<file path="src/rtl/adc_frame_capture.sv">
// -----------------------------------------------------------------------------
// adc_frame_capture
//   Captures a frame of ADC samples into a circular buffer around a trigger
//   point. PRE_LEN samples before the trigger and DEPTH-PRE_LEN samples from the
//   trigger onward are kept. The frame is then read out oldest-first.
//
// Parameters
//   AW       : buffer address width, DEPTH = 2**AW samples
//   PRE_LEN  : pre-trigger sample count, 1..DEPTH-1
//
// Ports
//   CLK        in   single clock, posedge
//   RSTN       in   synchronous active-low reset
//   DIN        in   8-bit unsigned ADC sample, one per cycle
//   OTR_IN     in   ADC out-of-range flag aligned with DIN
//   ARM        in   capture start pulse (honoured only in IDLE)
//   TRIG_LEVEL in   trigger threshold
//   TRIG_EDGE  in   0 = rising, 1 = falling
//   FORCE_TRIG in   trigger immediately on the next accepted sample
//   DECIM      in   one sample accepted every DECIM+1 cycles
//   RD_REQ     in   readout request, one sample per asserted cycle
//   DOUT       out  read data, holds when DVALID is low
//   DVALID     out  DOUT valid, one cycle after RD_REQ
//   BUSY       out  capture in progress (FILL, WAIT_TRIG, POST)
//   DONE       out  frame ready for readout (READ)
//   OTR_SEEN   out  sticky out-of-range flag for the current frame
// -----------------------------------------------------------------------------
module adc_frame_capture #(
    parameter int AW      = 8,
    parameter int PRE_LEN = 64
) (
    input  logic       CLK,
    input  logic       RSTN,
    input  logic [7:0] DIN,
    input  logic       OTR_IN,
    input  logic       ARM,
    input  logic [7:0] TRIG_LEVEL,
    input  logic       TRIG_EDGE,
    input  logic       FORCE_TRIG,
    input  logic [3:0] DECIM,
    input  logic       RD_REQ,
    output logic [7:0] DOUT,
    output logic       DVALID,
    output logic       BUSY,
    output logic       DONE,
    output logic       OTR_SEEN
);

    localparam int DEPTH = 1 << AW;
    localparam logic [AW-1:0] PTR_ONE   = AW'(1);
    localparam logic [AW-1:0] PRE_LAST  = AW'(PRE_LEN - 1);
    localparam logic [AW-1:0] POST_LAST = AW'(DEPTH - PRE_LEN - 1);
    localparam logic [AW-1:0] RD_LAST   = AW'(DEPTH - 1);

    typedef enum logic [2:0] {
        S_IDLE,
        S_FILL,
        S_WAIT_TRIG,
        S_POST,
        S_READ
    } state_t;

    state_t        r_state;
    state_t        w_next;

    logic [7:0]    r_mem [DEPTH];
    logic [AW-1:0] r_wr_ptr;
    logic [AW-1:0] r_rd_ptr;
    logic [AW-1:0] r_smp_cnt;   // samples taken in FILL/POST, reads done in READ
    logic [3:0]    r_dec_cnt;
    logic [7:0]    r_prev;
    logic          r_prev_vld;
    logic          r_otr;
    logic [7:0]    r_dout;
    logic          r_dvalid;

    logic          w_capture;
    logic          w_accept;
    logic          w_level_trig;
    logic          w_trig;

    assign w_capture = (r_state == S_FILL) || (r_state == S_WAIT_TRIG) || (r_state == S_POST);
    assign w_accept  = w_capture && (r_dec_cnt == 4'd0);

    // Edge detection compares the current accepted sample against the
    // previous accepted one, so it is blind until one sample has been taken.
    always_comb begin
        w_level_trig = 1'b0;
        if (r_prev_vld) begin
            if (TRIG_EDGE)
                w_level_trig = (r_prev > TRIG_LEVEL) && (DIN <= TRIG_LEVEL);
            else
                w_level_trig = (r_prev < TRIG_LEVEL) && (DIN >= TRIG_LEVEL);
        end
    end

    assign w_trig = FORCE_TRIG || w_level_trig;

    // Next-state and status outputs
    always_comb begin
        w_next = r_state;
        BUSY   = 1'b0;
        DONE   = 1'b0;
        unique case (r_state)
            S_IDLE: begin
                if (ARM) w_next = S_FILL;
            end
            S_FILL: begin
                BUSY = 1'b1;
                if (w_accept && (r_smp_cnt == PRE_LAST)) w_next = S_WAIT_TRIG;
            end
            S_WAIT_TRIG: begin
                BUSY = 1'b1;
                // A one-sample post window is complete with the trigger itself.
                if (w_accept && w_trig) w_next = (POST_LAST == '0) ? S_READ : S_POST;
            end
            S_POST: begin
                BUSY = 1'b1;
                if (w_accept && (r_smp_cnt == POST_LAST)) w_next = S_READ;
            end
            S_READ: begin
                DONE = 1'b1;
                if (RD_REQ && (r_smp_cnt == RD_LAST)) w_next = S_IDLE;
            end
            default: w_next = S_IDLE;
        endcase
    end

    always_ff @(posedge CLK) begin
        if (!RSTN) r_state <= S_IDLE;
        else       r_state <= w_next;
    end

    // Sample buffer, no reset needed
    always_ff @(posedge CLK) begin
        if (RSTN && w_accept) r_mem[r_wr_ptr] <= DIN;
    end

    always_ff @(posedge CLK) begin
        if (!RSTN) begin
            r_wr_ptr   <= '0;
            r_rd_ptr   <= '0;
            r_smp_cnt  <= '0;
            r_dec_cnt  <= '0;
            r_prev     <= '0;
            r_prev_vld <= 1'b0;
            r_otr      <= 1'b0;
            r_dout     <= '0;
            r_dvalid   <= 1'b0;
        end else begin
            r_dvalid <= 1'b0;
            unique case (r_state)
                S_IDLE: begin
                    if (ARM) begin
                        r_wr_ptr   <= '0;
                        r_smp_cnt  <= '0;
                        r_dec_cnt  <= '0;
                        r_prev_vld <= 1'b0;
                        r_otr      <= 1'b0;
                    end
                end
                S_FILL, S_WAIT_TRIG, S_POST: begin
                    // DECIM is sampled live; a shrinking DECIM wraps at once.
                    r_dec_cnt <= (r_dec_cnt >= DECIM) ? 4'd0 : r_dec_cnt + 4'd1;
                    if (w_accept) begin
                        r_wr_ptr   <= r_wr_ptr + PTR_ONE;
                        r_prev     <= DIN;
                        r_prev_vld <= 1'b1;
                        if (OTR_IN) r_otr <= 1'b1;
                        if (w_next == S_READ) begin
                            // Pointer after this write is the oldest sample.
                            r_smp_cnt <= '0;
                            r_rd_ptr  <= r_wr_ptr + PTR_ONE;
                        end else if (w_next == S_POST && r_state == S_WAIT_TRIG) begin
                            // Trigger sample counts as the first post sample.
                            r_smp_cnt <= PTR_ONE;
                        end else if (w_next == S_WAIT_TRIG && r_state == S_FILL) begin
                            r_smp_cnt <= '0;
                        end else if (r_state != S_WAIT_TRIG) begin
                            r_smp_cnt <= r_smp_cnt + PTR_ONE;
                        end
                    end
                end
                S_READ: begin
                    if (RD_REQ) begin
                        r_dout    <= r_mem[r_rd_ptr];
                        r_dvalid  <= 1'b1;
                        r_rd_ptr  <= r_rd_ptr + PTR_ONE;
                        r_smp_cnt <= r_smp_cnt + PTR_ONE;
                    end
                end
                default: ;
            endcase
        end
    end

    assign DOUT     = r_dout;
    assign DVALID   = r_dvalid;
    assign OTR_SEEN = r_otr;

endmodule

</file>
<file path="config.mk">
export PLATFORM = sky130hd
export DESIGN_NAME = adc_frame_capture
export DESIGN_NICKNAME = d
export VERILOG_FILES = /design/src/rtl/adc_frame_capture.sv
export SDC_FILE = /design/constraint.sdc
export NUM_CORES = 2
export LEC_CHECK = 0
export ABC_AREA = 1
export CAP_MARGIN = 10
export CORE_UTILIZATION = 48
export DETAILED_ROUTE_END_ITERATION = 7
export SYNTH_ARGS = -nofsm -noshare
export SYNTH_HDL_FRONTEND = slang
export SYNTH_SLANG_ARGS = --single-unit
export TNS_END_PERCENT = 1
</file>
<file path="constraint.sdc">
create_clock -name CLK -period 5.33 [get_ports CLK]
set_clock_uncertainty 0.1 [all_clocks]
set_input_delay 1.066 -clock CLK [delete_from_list [all_inputs] [get_ports CLK]]
set_output_delay 1.066 -clock CLK [all_outputs]
set_load 0.05 [all_outputs]
</file>
== Word-level counts from Yosys, hierarchy flattened ==
Memory sizes are Yosys's and may differ from the RTL's. A register that Yosys moved wholly into a read port is not among the register bits.
Cells that the tools add are included.

* Memories: 1
* Input port bits: 27
* Register bits after elaboration: 42
* Logic and storage cells: 100
* Output and inout bits: 12
* RAM bits: 2048

{| class="wikitable"
|+ Memory list
! name !! words !! width !! rd ports !! clocked after Yosys merged registers in !! write ports !! line !! source
|-
| r_mem || 256 || 8 || 1 || 1 || 1 || 66 || <nowiki>logic [7:0] r_mem [DEPTH];</nowiki>
|}

* Reduce and logical (&&, ||, !) cells: 28
* Add/sub/neg operators: 4
* Multiplexer cells: 36
* Equality and inequality tests: 17
* Magnitude comparators: 5

{| class="wikitable"
|+ Operator list
! cell !! count
|-
| 8-bit 2-to-1 mux || 11
|-
| 8-bit one-hot mux with 2 select lines || 2
|-
| 8-bit by 1-bit adder with 8-bit output, second input constant || 3
|-
| 8-bit one-hot mux with 3 select lines || 1
|-
| 8-bit == test, second input constant || 2
|-
| 3-bit 2-to-1 mux || 5
|-
| 3-bit one-hot mux with 5 select lines || 1
|-
| 3-bit by 2-bit == test with 1-bit output, second input constant || 4
|-
| 1-bit 2-to-1 mux || 11
|-
| 1-bit logical AND || 10
|-
| 8-bit by 6-bit == test with 1-bit output, second input constant || 1
|-
| 8-bit >= comparator || 1
|-
| 8-bit greater-than comparator || 1
|-
| 8-bit <= comparator || 1
|-
| 8-bit less-than comparator || 1
|-
| 4-bit 2-to-1 mux || 2
|-
| 4-bit one-hot mux with 2 select lines || 1
|-
| 2-bit AND reduction || 4
|-
| 4-bit AND reduction || 2
|-
| 3-bit == test, second input constant || 2
|-
| 2-bit by 1-bit inequality test with 1-bit output, second input constant || 3
|-
| 5-bit by 1-bit inequality test with 1-bit output, second input constant || 1
|-
| 5-bit AND reduction || 1
|-
| 4-bit by 1-bit adder with 4-bit output, second input constant || 1
|-
| other kinds (13) || 18
|}

== Logic depth before layout (Yosys ltp) ==
* Word-level depth: 15
* Depth in mapped cells: 21
* Depth with buffers taken out: 21

== Worst setup path before layout ==
OpenSTA, ideal clock, no wires.

* Path type: input to register
* Start: input port RSTN
* End: memory r_mem[229][0] (enable)
* Setup time: 0.370 ns
* Buffers on the path: 2
* Arrival: 2.535 ns
* Slack: 2.325 ns
* Stages: 6
* Path through: clkbuf_1 -> nand2_1 -> nor3_1 -> nand2_1 -> clkbuf_1 -> nor2_1

* Longest elaborated chain between the ends: 3

{| class="wikitable"
|+ RTL lines
! item !! line !! source
|-
| start: declaration || 33 || <nowiki>input logic RSTN,</nowiki>
|-
| 1-bit logical AND || 136 || <nowiki>if (RSTN && w_accept) r_mem[r_wr_ptr] <= DIN;</nowiki>
|-
| 1-bit 2-to-1 mux || 136 ||
|-
| 1-bit 2-to-1 mux (not written as such) || 136 ||
|-
| end: declaration || 66 ||
|}

No other way between the ends.

== Worst setup path after layout ==
* Start: register r_dec_cnt[0]
* End: memory r_mem[1][3] (enable)

* Longest elaborated chain between the ends: 5

{| class="wikitable"
|+ RTL lines
! item !! line !! source
|-
| start: declaration || 70 || <nowiki>logic [3:0] r_dec_cnt;</nowiki>
|-
| start signal: assignment || 164 || <nowiki>r_dec_cnt <= (r_dec_cnt >= DECIM) ? 4'd0 : r_dec_cnt + 4'd1;</nowiki>
|-
| 4-bit logical NOT || 83 || <nowiki>assign w_accept = w_capture && (r_dec_cnt == 4'd0);</nowiki>
|-
| 1-bit logical AND || 83 ||
|-
| 1-bit logical AND || 136 ||
|-
| 1-bit 2-to-1 mux || 136 ||
|-
| 1-bit 2-to-1 mux (not written as such) || 136 ||
|}

No other way between the ends.

==> impl_results.rst <==
.. list-table::
   :header-rows: 1

   * - Metric
     - Value
   * - Final Net Count
     - 6719
   * - Library cell occupying the most area in the post-synthesis netlist
     - edfxtp_1
   * - Number of vias after detailed routing
     - 55.0k
   * - Register bit count reported by yosys
     - 2098
   * - Total overflow reported by the global router
     - 0
   * - Horizontal die dimension
     - 423 µm
   * - Buffer levels on the longest clock path
     - 3
   * - Routed len/inst
     - 25.8 µm
   * - Largest net degree at the start of global routing
     - 240
   * - Top cell type's share of synthesized area
     - 0.724
   * - Count of flip-flops with a built-in enable after synthesis
     - 2048
   * - Cell area after synthesis
     - 0.0849 mm²
   * - DR DRC count
     - 0
   * - Final Instance Area
     - 0.0938 mm²
   * - RePlAce Congestion
     - 0.888
   * - Main area contributors after synthesis
     - edfxtp_1, nor2_1, o21ai_0
   * - Vias/cell
     - 5.99
   * - Fraction of the cycle the final worst path needs
     - 0.924
   * - Unrepaired setup endpoints after global routing
     - no
   * - Final Power
     - 35.9 mW
   * - Post-Synthesis Net Count
     - 6858
   * - Count of different cell masters after synthesis
     - 49
   * - Final critical delay including setup and external delays
     - 4.93 ns
   * - Area growth from synthesis to layout
     - 10.5%
   * - Max transition margin
     - 0.0761
   * - CP Launch Type
     - flip-flop
   * - Core Area
     - 0.176 mm²
   * - Starting density of the core
     - 0.483
   * - Critical path fanouts, max
     - 17
   * - Number of global-route vias before repair
     - 53.4k
   * - Die area
     - 0.179 mm²
   * - Static power due to leakage
     - 30.1 nW
   * - Number of H-tree levels
     - 4
   * - Endpoints failing setup
     - 0
   * - Count of warnings emitted by yosys
     - 0
   * - HPWL reported at the end of detailed placement
     - 136 mm
   * - Capturing element type of the critical path
     - flip-flop
   * - Height of the die
     - 423 µm
   * - Hold bufs inserted after CTS
     - 0
   * - Most frequent standard cell in the layout excluding fill and tap cells
     - edfxtp_1
   * - Class of the most critical hold timing path
     - reg2reg
   * - Number of iterations in the first detailed-routing pass
     - 6
   * - WP data arrival
     - 5.30 ns
   * - Number of hold-slack violations in the final timing report
     - 0
   * - TritonCTS clock tree
     - built
   * - Final worst-path setup slack
     - 0.404 ns
   * - Average cell area after synthesis
     - 12.5 µm²
   * - Global-route wire length before repair
     - 347 mm
   * - Endpoint required time on the critical path
     - 5.70 ns
   * - Root buffer cell
     - clkbuf_16
   * - Path type of the worst setup path
     - reg2reg
   * - Setup fix buffers added after clock tree synthesis
     - 0
   * - Worst setup slack after placement
     - -0.0101 ns
   * - Total clock buffers created by CTS
     - 209
   * - Number of antenna violations at the first check in global routing
     - 9
   * - Most frequent cells in the layout
     - edfxtp_1, nor2_1, o21ai_0, nand3_1, nand2_1
   * - Layout cell share with drive strength beyond 1
     - 0.0649
   * - Final core utilization
     - 0.533
   * - Placed instance area
     - 0.0872 mm²
   * - All-Layer GR Usage
     - 0.262
   * - Fraction of registers with async set or reset after synthesis
     - 0
   * - Gate count of the mapped netlist
     - 6803
   * - Quantity of gates resized following cts
     - 0
   * - Fraction of the yosys area taken by sequential cells
     - 0.736
   * - Slew @ Worst Pin
     - 1.38 ns
   * - Final WL
     - 237 mm
   * - Status
     - finished, final reports clean
   * - Number of routed nets with antenna violations
     - 0
   * - Max-cap viol count
     - 0
   * - Std-Cell Rows
     - 154
   * - Initial drt markers
     - 6810
   * - Max VDD drop
     - 369 µV
   * - Number of input and output port buffers inserted
     - 38
   * - Clock-pin slew of the registers on the worst-case setup and hold paths
     - 0.06 ns
   * - Max-slew violation count
     - 0
   * - Top-Level Pins
     - 39
   * - Ys flop type
     - edfxtp_1
   * - Sink count of the clock tree
     - 2098
   * - Pwr per Cell Area
     - 383 mW/mm²
   * - Latest clock arrival within the worst-skew pair
     - 0.87 ns
   * - Max Clock Freq
     - 203 MHz
[logic make-up after synthesis]
logic type,synth area share
AOI/OAI and AO/OA,0.113
xor gates and xnor gates,0.00103
adders and majority gates,0.00413
buffers and inverters,0.0311
DFF,0.736
and+or+nand+nor,0.115
[routing by layer]
metal	GRT usage	wire length [µm]	vias to the layer above
met5	0	13	-
met4	0.0972	8620	2
met3	0.0445	20300	438
met2	0.403	108000	2582
met1	0.374	100000	27300
li1	-	-	24700
[synth_stat cells, types with 3 or more instances]
library cell / count
a21oi_1: 28
a31oi_1: 3
buf_1: 32
buf_2: 100
buf_4: 34
buf_6: 25
clkbuf_1: 294
clkbuf_2: 6
clkinv_1: 4
dfxtp_1: 50
edfxtp_1: 2048
ha_1: 28
inv_1: 72
inv_2: 6
nand2_1: 384
nand3_1: 419
nand4_1: 4
nor2_1: 1592
nor3_1: 9
nor3b_1: 3
nor4_1: 3
o211ai_1: 289
o21a_1: 9
o21ai_0: 943
o21ai_1: 107
o221ai_1: 64
o22ai_1: 208
or2_2: 3
xor2_1: 9
[worst paths after layout]
kind / cells after the start / end / start / slack [ns]
max reg2reg: 10 / r_mem[1][3] / r_dec_cnt[0] / 0.40
min: 2 / r_prev[0] / r_prev[0] / 0.36
min reg2reg: 2 / r_prev[0] / r_prev[0] / 0.36
max: 10 / r_mem[1][3] / r_dec_cnt[0] / 0.40
[power by group]
group	internal [mW]	switching [mW]
clock network	8.02	6.25
logic	0.893	2.60
registers	18.1	0.0628
total	27.0	8.92
[per-stage QoR]
stage	hold WS, ns	std cells	TNS (ns)
floorplan	0.333	6803	0
global placement	0.356	8793	0
detailed placement	0.357	8793	-0.0786
CTS	0.365	9178	0
global route	0.391	9178	0
finish	0.361	9180	0
[state kept, by name, indices dropped and copies added (netlist names)]
name,count
r_wr_ptr,8
r_state,3
r_prev,8
r_rd_ptr,8
DVALID,1
r_prev_vld,1
DOUT,8
r_mem,2048
OTR_SEEN,1
r_smp_cnt,8
r_dec_cnt,4
[worst max-delay path, stage by stage, from the launching register on]
cell,delay [ns]
dfxtp_1,0.31
inv_1,0.12
ha_1,0.16
nand2_1,0.06
nor2_1,0.17
nand2_2,0.27
nor2_1,0.29
inv_1,0.19
nor2_1,1.06
nand2_1,0.94
nor2_1,0.86
[layout make-up]
| type | instances | area, µm² |
|---|---|---|
| Antenna cell | 2 | 5.00 |
| Timing Repair Buffer | 143 | 1580 |
| Clock buffer | 265 | 5470 |
| Fill cell | 14700 | 82100 |
| Clock inverter | 120 | 1140 |
| Multi-Input combinational cell | 4129 | 19900 |
| Inverter | 83 | 355 |
| Tap cell | 2340 | 2930 |
| Sequential cell | 2098 | 62500 |
No activity file was read; power rests on OpenSTA's default activity.
